File: config.mk
export PLATFORM = sky130hd
export DESIGN_NAME = gf_minor_matrix
export DESIGN_NICKNAME = d
export VERILOG_FILES = /design/src/rtl/gf_minor_matrix.sv
export SDC_FILE = /design/constraint.sdc
export NUM_CORES = 1
export LEC_CHECK = 0
export ABC_AREA = 1
export CORE_MARGIN = 3
export CORE_UTILIZATION = 30
export DETAILED_ROUTE_END_ITERATION = 8
export PLACE_DENSITY = 0.47
export SETUP_SLACK_MARGIN = 0.05
export SLEW_MARGIN = 20
export SYNTH_ARGS = -nofsm -noshare
export SYNTH_HDL_FRONTEND = slang
export SYNTH_SLANG_ARGS = --single-unit
File: constraint.sdc
create_clock -name clk -period 6.2 [get_ports clk]
set_input_delay 0.62 -clock clk [delete_from_list [all_inputs] [get_ports clk]]
set_output_delay 0.62 -clock clk [all_outputs]
set_load 0.1 [all_outputs]
File: src/rtl/gf_minor_matrix.sv
// Matrix of minors of an up-to-3x3 matrix over GF(2^M), sequenced through two pipelined GF multipliers.
// Optional macro GF_MINOR_DET_EN adds det_out, the determinant, valid with done.
module gf_minor_matrix #(
    parameter int         M       = 6,
    parameter logic [M:0] POLY    = 7'b1000011,
    parameter int         MUL_LAT = 1
) (
    input  logic           clk,
    input  logic           rst,
    input  logic           start,
    input  logic [1:0]     size,
    input  logic [9*M-1:0] in_mat,
    output logic [9*M-1:0] out_mat,
    output logic           busy,
    output logic           done,
    output logic           err
`ifdef GF_MINOR_DET_EN
    ,
    output logic [M-1:0]   det_out
`endif
);

`ifdef GF_MINOR_DET_EN
    typedef enum logic [2:0] {IDLE, LOAD, CALC, DET, FIN} state_t;
`else
    typedef enum logic [1:0] {IDLE, LOAD, CALC, FIN} state_t;
`endif

    localparam logic [3:0] LAST_PH = 4'(MUL_LAT);

    function automatic logic [M-1:0] gf_mul(input logic [M-1:0] a, input logic [M-1:0] b);
        logic [M:0]   aa;
        logic [M-1:0] p;
        aa = {1'b0, a};
        p  = '0;
        for (int i = 0; i < M; i++) begin
            if (b[i]) p = p ^ aa[M-1:0];
            aa = aa << 1;
            if (aa[M]) aa = aa ^ POLY;
        end
        return p;
    endfunction

    function automatic logic [3:0] kidx(input logic [1:0] i, input logic [1:0] j);
        return 4'(i) * 4'd3 + 4'(j);
    endfunction

    state_t         state_reg;
    logic [9*M-1:0] mat_reg;
    logic [1:0]     size_reg;
    logic [M-1:0]   buf_reg [9];
    logic [1:0]     row_reg, col_reg;
    logic [3:0]     ph_reg;
    logic [M-1:0]   opa0_reg, opa1_reg, opb0_reg, opb1_reg;
    logic [M-1:0]   a_prod, b_prod, a_res, b_res;
    logic [M-1:0]   mat_el [9];
    logic [9*M-1:0] buf_flat;
    logic [1:0]     r0, r1, c0, c1;
    logic [M-1:0]   iss_a0, iss_a1, iss_b0, iss_b1;
    logic           issue;
    logic [3:0]     k_idx;
`ifdef GF_MINOR_DET_EN
    logic [1:0]     dcnt_reg;
    logic [M-1:0]   det_reg;
`endif

    generate
        for (genvar gi = 0; gi < 9; gi++) begin : g_unpack
            assign mat_el[gi]            = mat_reg[gi*M +: M];
            assign buf_flat[gi*M +: M]   = buf_reg[gi];
        end
    endgenerate

    // Rows/columns surviving removal of (row_reg, col_reg), kept in ascending order.
    always_comb begin
        r0     = (row_reg == 2'd0) ? 2'd1 : 2'd0;
        r1     = (row_reg == 2'd2) ? 2'd1 : 2'd2;
        c0     = (col_reg == 2'd0) ? 2'd1 : 2'd0;
        c1     = (col_reg == 2'd2) ? 2'd1 : 2'd2;
        k_idx  = kidx(row_reg, col_reg);
        iss_a0 = mat_el[kidx(r0, c0)];
        iss_a1 = mat_el[kidx(r1, c1)];
        iss_b0 = mat_el[kidx(r0, c1)];
        iss_b1 = mat_el[kidx(r1, c0)];
        issue  = (state_reg == CALC) && (ph_reg == 4'd0);
`ifdef GF_MINOR_DET_EN
        if (state_reg == DET) begin
            issue = (ph_reg == 4'd0);
            if (size_reg == 2'd2) begin
                iss_a0 = mat_el[0];
                iss_a1 = mat_el[4];
                iss_b0 = mat_el[1];
                iss_b1 = mat_el[3];
            end else begin
                // Cofactor expansion along row 0; multiplier B idles at zero.
                iss_a0 = mat_el[kidx(2'd0, dcnt_reg)];
                iss_a1 = buf_reg[dcnt_reg];
                iss_b0 = '0;
                iss_b1 = '0;
            end
        end
`endif
    end

    always_ff @(posedge clk or posedge rst) begin
        if (rst) begin
            opa0_reg <= '0;
            opa1_reg <= '0;
            opb0_reg <= '0;
            opb1_reg <= '0;
        end else if (issue) begin
            opa0_reg <= iss_a0;
            opa1_reg <= iss_a1;
            opb0_reg <= iss_b0;
            opb1_reg <= iss_b1;
        end
    end

    assign a_prod = gf_mul(opa0_reg, opa1_reg);
    assign b_prod = gf_mul(opb0_reg, opb1_reg);

    // The result write itself is the last of the MUL_LAT stages, so only MUL_LAT-1 sit here.
    generate
        if (MUL_LAT == 1) begin : g_direct
            assign a_res = a_prod;
            assign b_res = b_prod;
        end else begin : g_pipe
            logic [M-1:0] a_pipe [MUL_LAT-1];
            logic [M-1:0] b_pipe [MUL_LAT-1];
            always_ff @(posedge clk or posedge rst) begin
                if (rst) begin
                    for (int i = 0; i < MUL_LAT-1; i++) begin
                        a_pipe[i] <= '0;
                        b_pipe[i] <= '0;
                    end
                end else begin
                    a_pipe[0] <= a_prod;
                    b_pipe[0] <= b_prod;
                    for (int i = 1; i < MUL_LAT-1; i++) begin
                        a_pipe[i] <= a_pipe[i-1];
                        b_pipe[i] <= b_pipe[i-1];
                    end
                end
            end
            assign a_res = a_pipe[MUL_LAT-2];
            assign b_res = b_pipe[MUL_LAT-2];
        end
    endgenerate

    always_ff @(posedge clk or posedge rst) begin
        if (rst) begin
            state_reg <= IDLE;
            mat_reg   <= '0;
            size_reg  <= '0;
            for (int i = 0; i < 9; i++) buf_reg[i] <= '0;
            row_reg   <= '0;
            col_reg   <= '0;
            ph_reg    <= '0;
            out_mat   <= '0;
            busy      <= 1'b0;
            done      <= 1'b0;
            err       <= 1'b0;
`ifdef GF_MINOR_DET_EN
            dcnt_reg  <= '0;
            det_reg   <= '0;
            det_out   <= '0;
`endif
        end else begin
            done <= 1'b0;
            case (state_reg)
                IDLE: begin
                    if (start) begin
                        mat_reg  <= in_mat;
                        size_reg <= size;
                        err      <= 1'b0;
                        busy     <= 1'b1;
                        for (int i = 0; i < 9; i++) buf_reg[i] <= '0;
                        row_reg  <= '0;
                        col_reg  <= '0;
                        ph_reg   <= '0;
`ifdef GF_MINOR_DET_EN
                        dcnt_reg <= '0;
                        det_reg  <= '0;
`endif
                        state_reg <= LOAD;
                    end
                end
                LOAD: begin
                    case (size_reg)
                        2'd0: begin
                            err       <= 1'b1;
                            state_reg <= FIN;
                        end
                        2'd1: begin
                            buf_reg[0] <= M'(1);
`ifdef GF_MINOR_DET_EN
                            det_reg    <= mat_el[0];
`endif
                            state_reg  <= FIN;
                        end
                        2'd2: begin
                            buf_reg[0] <= mat_el[4];
                            buf_reg[1] <= mat_el[3];
                            buf_reg[3] <= mat_el[1];
                            buf_reg[4] <= mat_el[0];
`ifdef GF_MINOR_DET_EN
                            state_reg  <= DET;
`else
                            state_reg  <= FIN;
`endif
                        end
                        default: state_reg <= CALC;
                    endcase
                end
                CALC: begin
                    if (ph_reg == LAST_PH) begin
                        buf_reg[k_idx] <= a_res ^ b_res;
                        ph_reg <= '0;
                        if (col_reg == 2'd2) begin
                            col_reg <= '0;
                            if (row_reg == 2'd2) begin
                                row_reg <= '0;
`ifdef GF_MINOR_DET_EN
                                state_reg <= DET;
`else
                                state_reg <= FIN;
`endif
                            end else begin
                                row_reg <= row_reg + 2'd1;
                            end
                        end else begin
                            col_reg <= col_reg + 2'd1;
                        end
                    end else begin
                        ph_reg <= ph_reg + 4'd1;
                    end
                end
`ifdef GF_MINOR_DET_EN
                DET: begin
                    if (ph_reg == LAST_PH) begin
                        det_reg <= det_reg ^ a_res ^ b_res;
                        ph_reg  <= '0;
                        if (size_reg == 2'd2 || dcnt_reg == 2'd2) begin
                            state_reg <= FIN;
                        end else begin
                            dcnt_reg <= dcnt_reg + 2'd1;
                        end
                    end else begin
                        ph_reg <= ph_reg + 4'd1;
                    end
                end
`endif
                FIN: begin
                    if (!err) begin
                        out_mat <= buf_flat;
`ifdef GF_MINOR_DET_EN
                        det_out <= det_reg;
`endif
                    end
                    done      <= 1'b1;
                    busy      <= 1'b0;
                    state_reg <= IDLE;
                end
                default: state_reg <= IDLE;
            endcase
        end
    end

endmodule

After elaboration in Yosys (flattened, before gate mapping)
Index checks and enable logic that the tools add are counted.
Word-level totals
  register bits after elaboration: 201
Cells by class
  reductions and logical operators: 22
  magnitude comparators: 6
  $add $sub $neg: 8
  bitwise operators: 27
  equal/unequal tests: 15
  multiply operators: 3
  mux-type cells: 73
Operator list (count)
  $mux W6: 22
  $mux W54: 2
  $bmux W6 S4: 4
  $pmux W12 S3: 2
  $xor A6 B6 Y6: 11
  $bwmux W54: 1
  $pmux W24 S2: 1
  $mux W2: 22
  $ge A5 B5 Y1 const B: 5
  $not A4 Y5: 5
  $demux W6 S4: 1
  $pmux W6 S2: 2
  $not A2 Y2: 10
  $reduce_and A4 Y1: 4
  $mux W12: 1
  $eq A2 B2 Y1 const B: 5
  $ne A2 B1 Y1 const B: 5
  $add A4 B1 Y4: 2
  $add A4 B2 Y4: 2
  $logic_not A2 Y1: 4
  $mul A2 B2 Y4 const B: 2
  $mux W4: 2
  $pmux W2 S2: 2
  $pmux W2 S4: 1
  20 further kinds: 36

Depth between registers and ports, before layout
  depth in word-level cells: 16
  mapped depth: 18

Least setup slack after synthesis
Ideal clock, no wire load.
  path kind: register -> register
  start point: register row_reg[0]
  end point: register buf_reg (netlist bit buf_flat[24])
  slack: 3.593 ns
  stages on the path, launching flop included: 14
  clock period less this slack: 2.607 ns
  arrival: 2.541 ns
  cell sequence: dfrtp_1 -> fa_1 -> ha_1 -> inv_1 -> fa_1 -> nor2_1 -> inv_1 -> nor2_1 -> inv_1 -> a21oi_1 -> nand2_1 -> nand2_1 -> nand2_1 -> nand2_1
Between the ends
  longest elaborated chain between the ends: 10
  elaborated cells on any way between the ends: 11
  those cells by class: add/sub: 1; mul: 1; order compare: 2; mux: 5; bitwise: 1; reduce/logical: 1
Ends and longest elaborated chain
  start: declaration: RTL line 52  | logic [1:0] row_reg, col_reg;
  start signal: assignment: RTL line 229  | row_reg <= row_reg + 2'd1;
  $mul A2 B2 Y4 (*): RTL line 45  | return 4'(i) * 4'd3 + 4'(j);
  $add A4 B2 Y4 (*): RTL line 45
  $not A4 Y5 (implied by the code) (*): RTL line 217  | buf_reg[k_idx] <= a_res ^ b_res;
  $ge A5 B5 Y1 (implied by the code) or $lt A5 B1 Y1 (tied branches): RTL line 217
  $logic_and A1 B1 Y1 (implied by the code): RTL line 217
  $mux W6 (implied by the code): RTL line 217
  $demux W6 S4 (*): RTL line 217
  $bwmux W54 (*): RTL line 217
  $mux W54 (*): RTL line 216  | if (ph_reg == LAST_PH) begin
  $pmux W12 S3 (*): RTL line 170  | case (state_reg)
  end signal: indexed assignment: RTL line 217
  end: declaration: RTL line 51  | logic [M-1:0] buf_reg [9];
Every way passes the cells marked *; elsewhere a longest branch is shown, timed or not. The select of a mux whose other input is x is not followed.
A chain may end at the register's enable or synchronous reset.

Worst setup path in the final report
  start point: register row_reg[0]
  end point: register opb1_reg[2]
Between the ends
  longest elaborated chain between the ends: 8
Ends and longest elaborated chain
  $eq A2 B2 Y1: RTL line 77  | r1 = (row_reg == 2'd2) ? 2'd1 : 2'd2;
  $mux W2: RTL line 77
  $mul A2 B2 Y4: RTL line 45
  $add A4 B1 Y4: RTL line 45
  $not A4 Y5 (implied by the code): RTL line 84  | iss_b1 = mat_el[kidx(r1, c0)];
  $bmux W6 S4: RTL line 84
  $mux W6 (implied by the code) (2 in series): RTL line 84
  end signal: assignment: RTL line 115  | opb1_reg <= iss_b1;
  end: declaration: RTL line 54  | logic [M-1:0] opa0_reg, opa1_reg, opb0_reg, opb1_reg;
Every way passes these cells. The select of a mux whose other input is x is not followed.

==> results.yml <==
outcome:
  status: "finished, final reports clean"
clock_tree:
  ctsRootBufferMaster: "clkbuf_16"
  cts_setup_buffers: 0
  cts_tree: "yes"
  h-tree-depth: 1
  cts_hold_buf: 0
  cts.clk_slew.worst_paths_ns: 0.06
  clockBufferDepth: 3
  cts_resized: 0
  cts-buffers-inserted: 25
  clock_latency_ns: 0.53
  clock-sinks: 201
placement:
  gp_congestion: 0.919
  dpl.hpwl_mm: 28.8
  place_inst: 2189
  portBuffers: 115
synthesis:
  synth_xor_area_share_pct: 1.77
  syn-num-nets: 1699
  synth_compound_area_share_pct: 17.3
  synth_area_um2: 11800
  synth_mux_area_share_pct: 2.85
  yosys.area_share.adder_pct: 2.24
  synth_area_leaders: "dfrtp_1 (42%), nand2_1 (16%), o21ai_0 (8.4%), nand3_1 (5.6%), inv_1 (5.5%)"
  synth_top_family_by_area: "simple AND/OR/NAND/NOR gates"
  synth_simple_gate_area_share_pct: 24.9
  avgSynthCellArea_um2: 7.31
  yosysSeqAreaShare_pct: 42.4
  synthCells: 1620
  ys.flop_type: "dfrtp_1"
  yosysTopAreaCell: "dfrtp_1"
  yosysWarnings: 0
  ys_seq_elements: 201
  async_flop_share_pct: 100
  ys_types: 42
  synth_top_area_share_pct: 42.4
  synth-edff-count: 0
critical_path:
  crit_type: "reg -> reg"
  timing.rr.start: "row_reg[0]$_DFFE_PP0P_"
  startpoint: "row_reg[0]$_DFFE_PP0P_"
  crit_path_end_kind: "flip-flop"
  reg2reg_to: "opb1_reg[2]$_DFFE_PP0P_"
  required_ns: 6.64
  cp.arrival_ns: 3.83
  worstPathMaxFanout: 27
  reg2reg_slack_ns: 2.82
  start_kind: "flip-flop"
  r2r_cells: 7
worst_hold_path:
  min_from: "buf_flat[9]$_DFFE_PP0P_"
  whs_path_depth: 2
  worstHoldPathType: "reg -> reg"
  hold_end: "buf_flat[9]$_DFFE_PP0P_"
routing:
  met2_wirelength_mm: 17.1
  wl_mm: 38.6
  via_per_inst: 4.86
  drc_errors: 0
  route.met3.wl_mm: 2.28
  antenna_left: 0
  num_vias: 10800
  drt_iter0_drc: 719
  wl_per_cell_um: 17.3
  dr.pass1.iters: 9
  highest_layer: "met5"
  met1_length_mm: 18.0
die:
  core_area_um2: 38800
  num_rows: 72
  die_w_um: 205
  initial_utilization_pct: 30.5
  die_h_um: 205
  die_area_um2: 41900
  num_io_pins: 116
sta:
  slew_viol_final: 0
  skew_ns: 0.0159
  fin_crit_sh_pct: 54.6
  setup_viol: 0
  fmax_mhz: 296
  relSlewSlack_pct: 28.7
  finalCriticalPeriod_ns: 3.38
  rsz0062_at_grt: "no"
  finalHoldViolCount: 0
  fin_setup_tns_ns: 0
  tightest_slew_ns: 1.07
cells_and_area:
  synthToLayoutAreaGrowth_pct: 20.1
  nets: 1777
  final_common_cell: "nand2_1"
  finalNonFillerCells: 2231
  fillers: 4163
  drive_gt1_share_pct: 7.18
  diodes: 0
  final_cell_mix: "nand2_1 (494), dfrtp_1 (201), o21ai_0 (199), inv_1 (171), nand3_1 (132)"
global_route:
  antenna_found_initial: 1
  grt_pass1_wl_mm: 60.8
  grt-ovfl-total: 0
  first_global_vias: 10500
  grt_usage_pct: 18.4
  grt_max_degree: 99
job:
  drv_cap: 0
final cells by class:
class                           instances  area [um^2]  share of cell area (%)
Clock buffer                           33          706                    4.96
Clock inverter                          9          108                   0.756
Inverter                              184          698                    4.91
Multi-Input combinational cell       1161         5820                    40.9
Sequential cell                       201         5030                    35.3
Tap cell                              518          648                    4.55
Timing Repair Buffer                  125         1230                    8.62
stage by stage:
stage          hold slack (ns)  setup WS [ns]  cell area (um^2)  utilization (%)
3_3_place_gp             0.462           2.93             13400             34.6
5_1_grt                  0.494           2.45             14200             36.7
6_report                 0.476           2.82             14200             36.7
3_5_place_dp             0.465           2.91             13400             34.6
2_1_floorplan            0.449         0.0976             11800                -
4_1_cts                  0.481           2.89             14200             36.7
kinds of logic after synthesis:
group           count (synthesis)
compound gates                379
xor+xnor                       24
fa+ha+maj                      20
buf+inv                       258
flops                         201
mux                            30
simple gates                  708
layer usage:
| layer | vias up | global-route usage [%] |
|---|---|---|
| met1 | 5043 | 25.9 |
| met5 | - | 0 |
| met3 | 64 | 3.02 |
| met4 | 2 | 5.90 |
| met2 | 309 | 28.9 |
| li1 | 5428 | - |
worst max-delay path, cell delays in order (launching register included):
cell	delay [ns]
dfrtp_1	0.42
inv_1	0.11
ha_1	0.27
ha_1	0.72
clkinv_1	0.70
nor3_1	0.77
a21oi_1	0.13
a22oi_1	0.18
cells in the mapped netlist, drive strengths merged, types with 2 or more instances:
cell type  number
o211ai         14
nand3b          6
nor2           53
inv           181
a21oi         127
and2            3
a2bb2oi         3
nor3            3
clkbuf         49
xnor2          14
a22oi           3
dfrtp         201
nand2         502
ha             18
xor2           10
mux2           30
nand4           4
o21ai         217
fa              2
o21a            2
a22o           10
clkinv          3
nand3         134
buf            25
worst max path at each step:
stage / to
after global routing: opb1_reg[0]$_DFFE_PP0P_
after CTS: opb1_reg[0]$_DFFE_PP0P_
after floorplan: buf_flat[0]$_DFFE_PP0P_
final: opb1_reg[2]$_DFFE_PP0P_
after detailed placement: opb1_reg[0]$_DFFE_PP0P_
after global placement: opb1_reg[5]$_DFFE_PP0P_
Power is left out: the tool's default activity adds up to more than one toggle a clock period on the data nets, which glitch-free logic cannot reach.
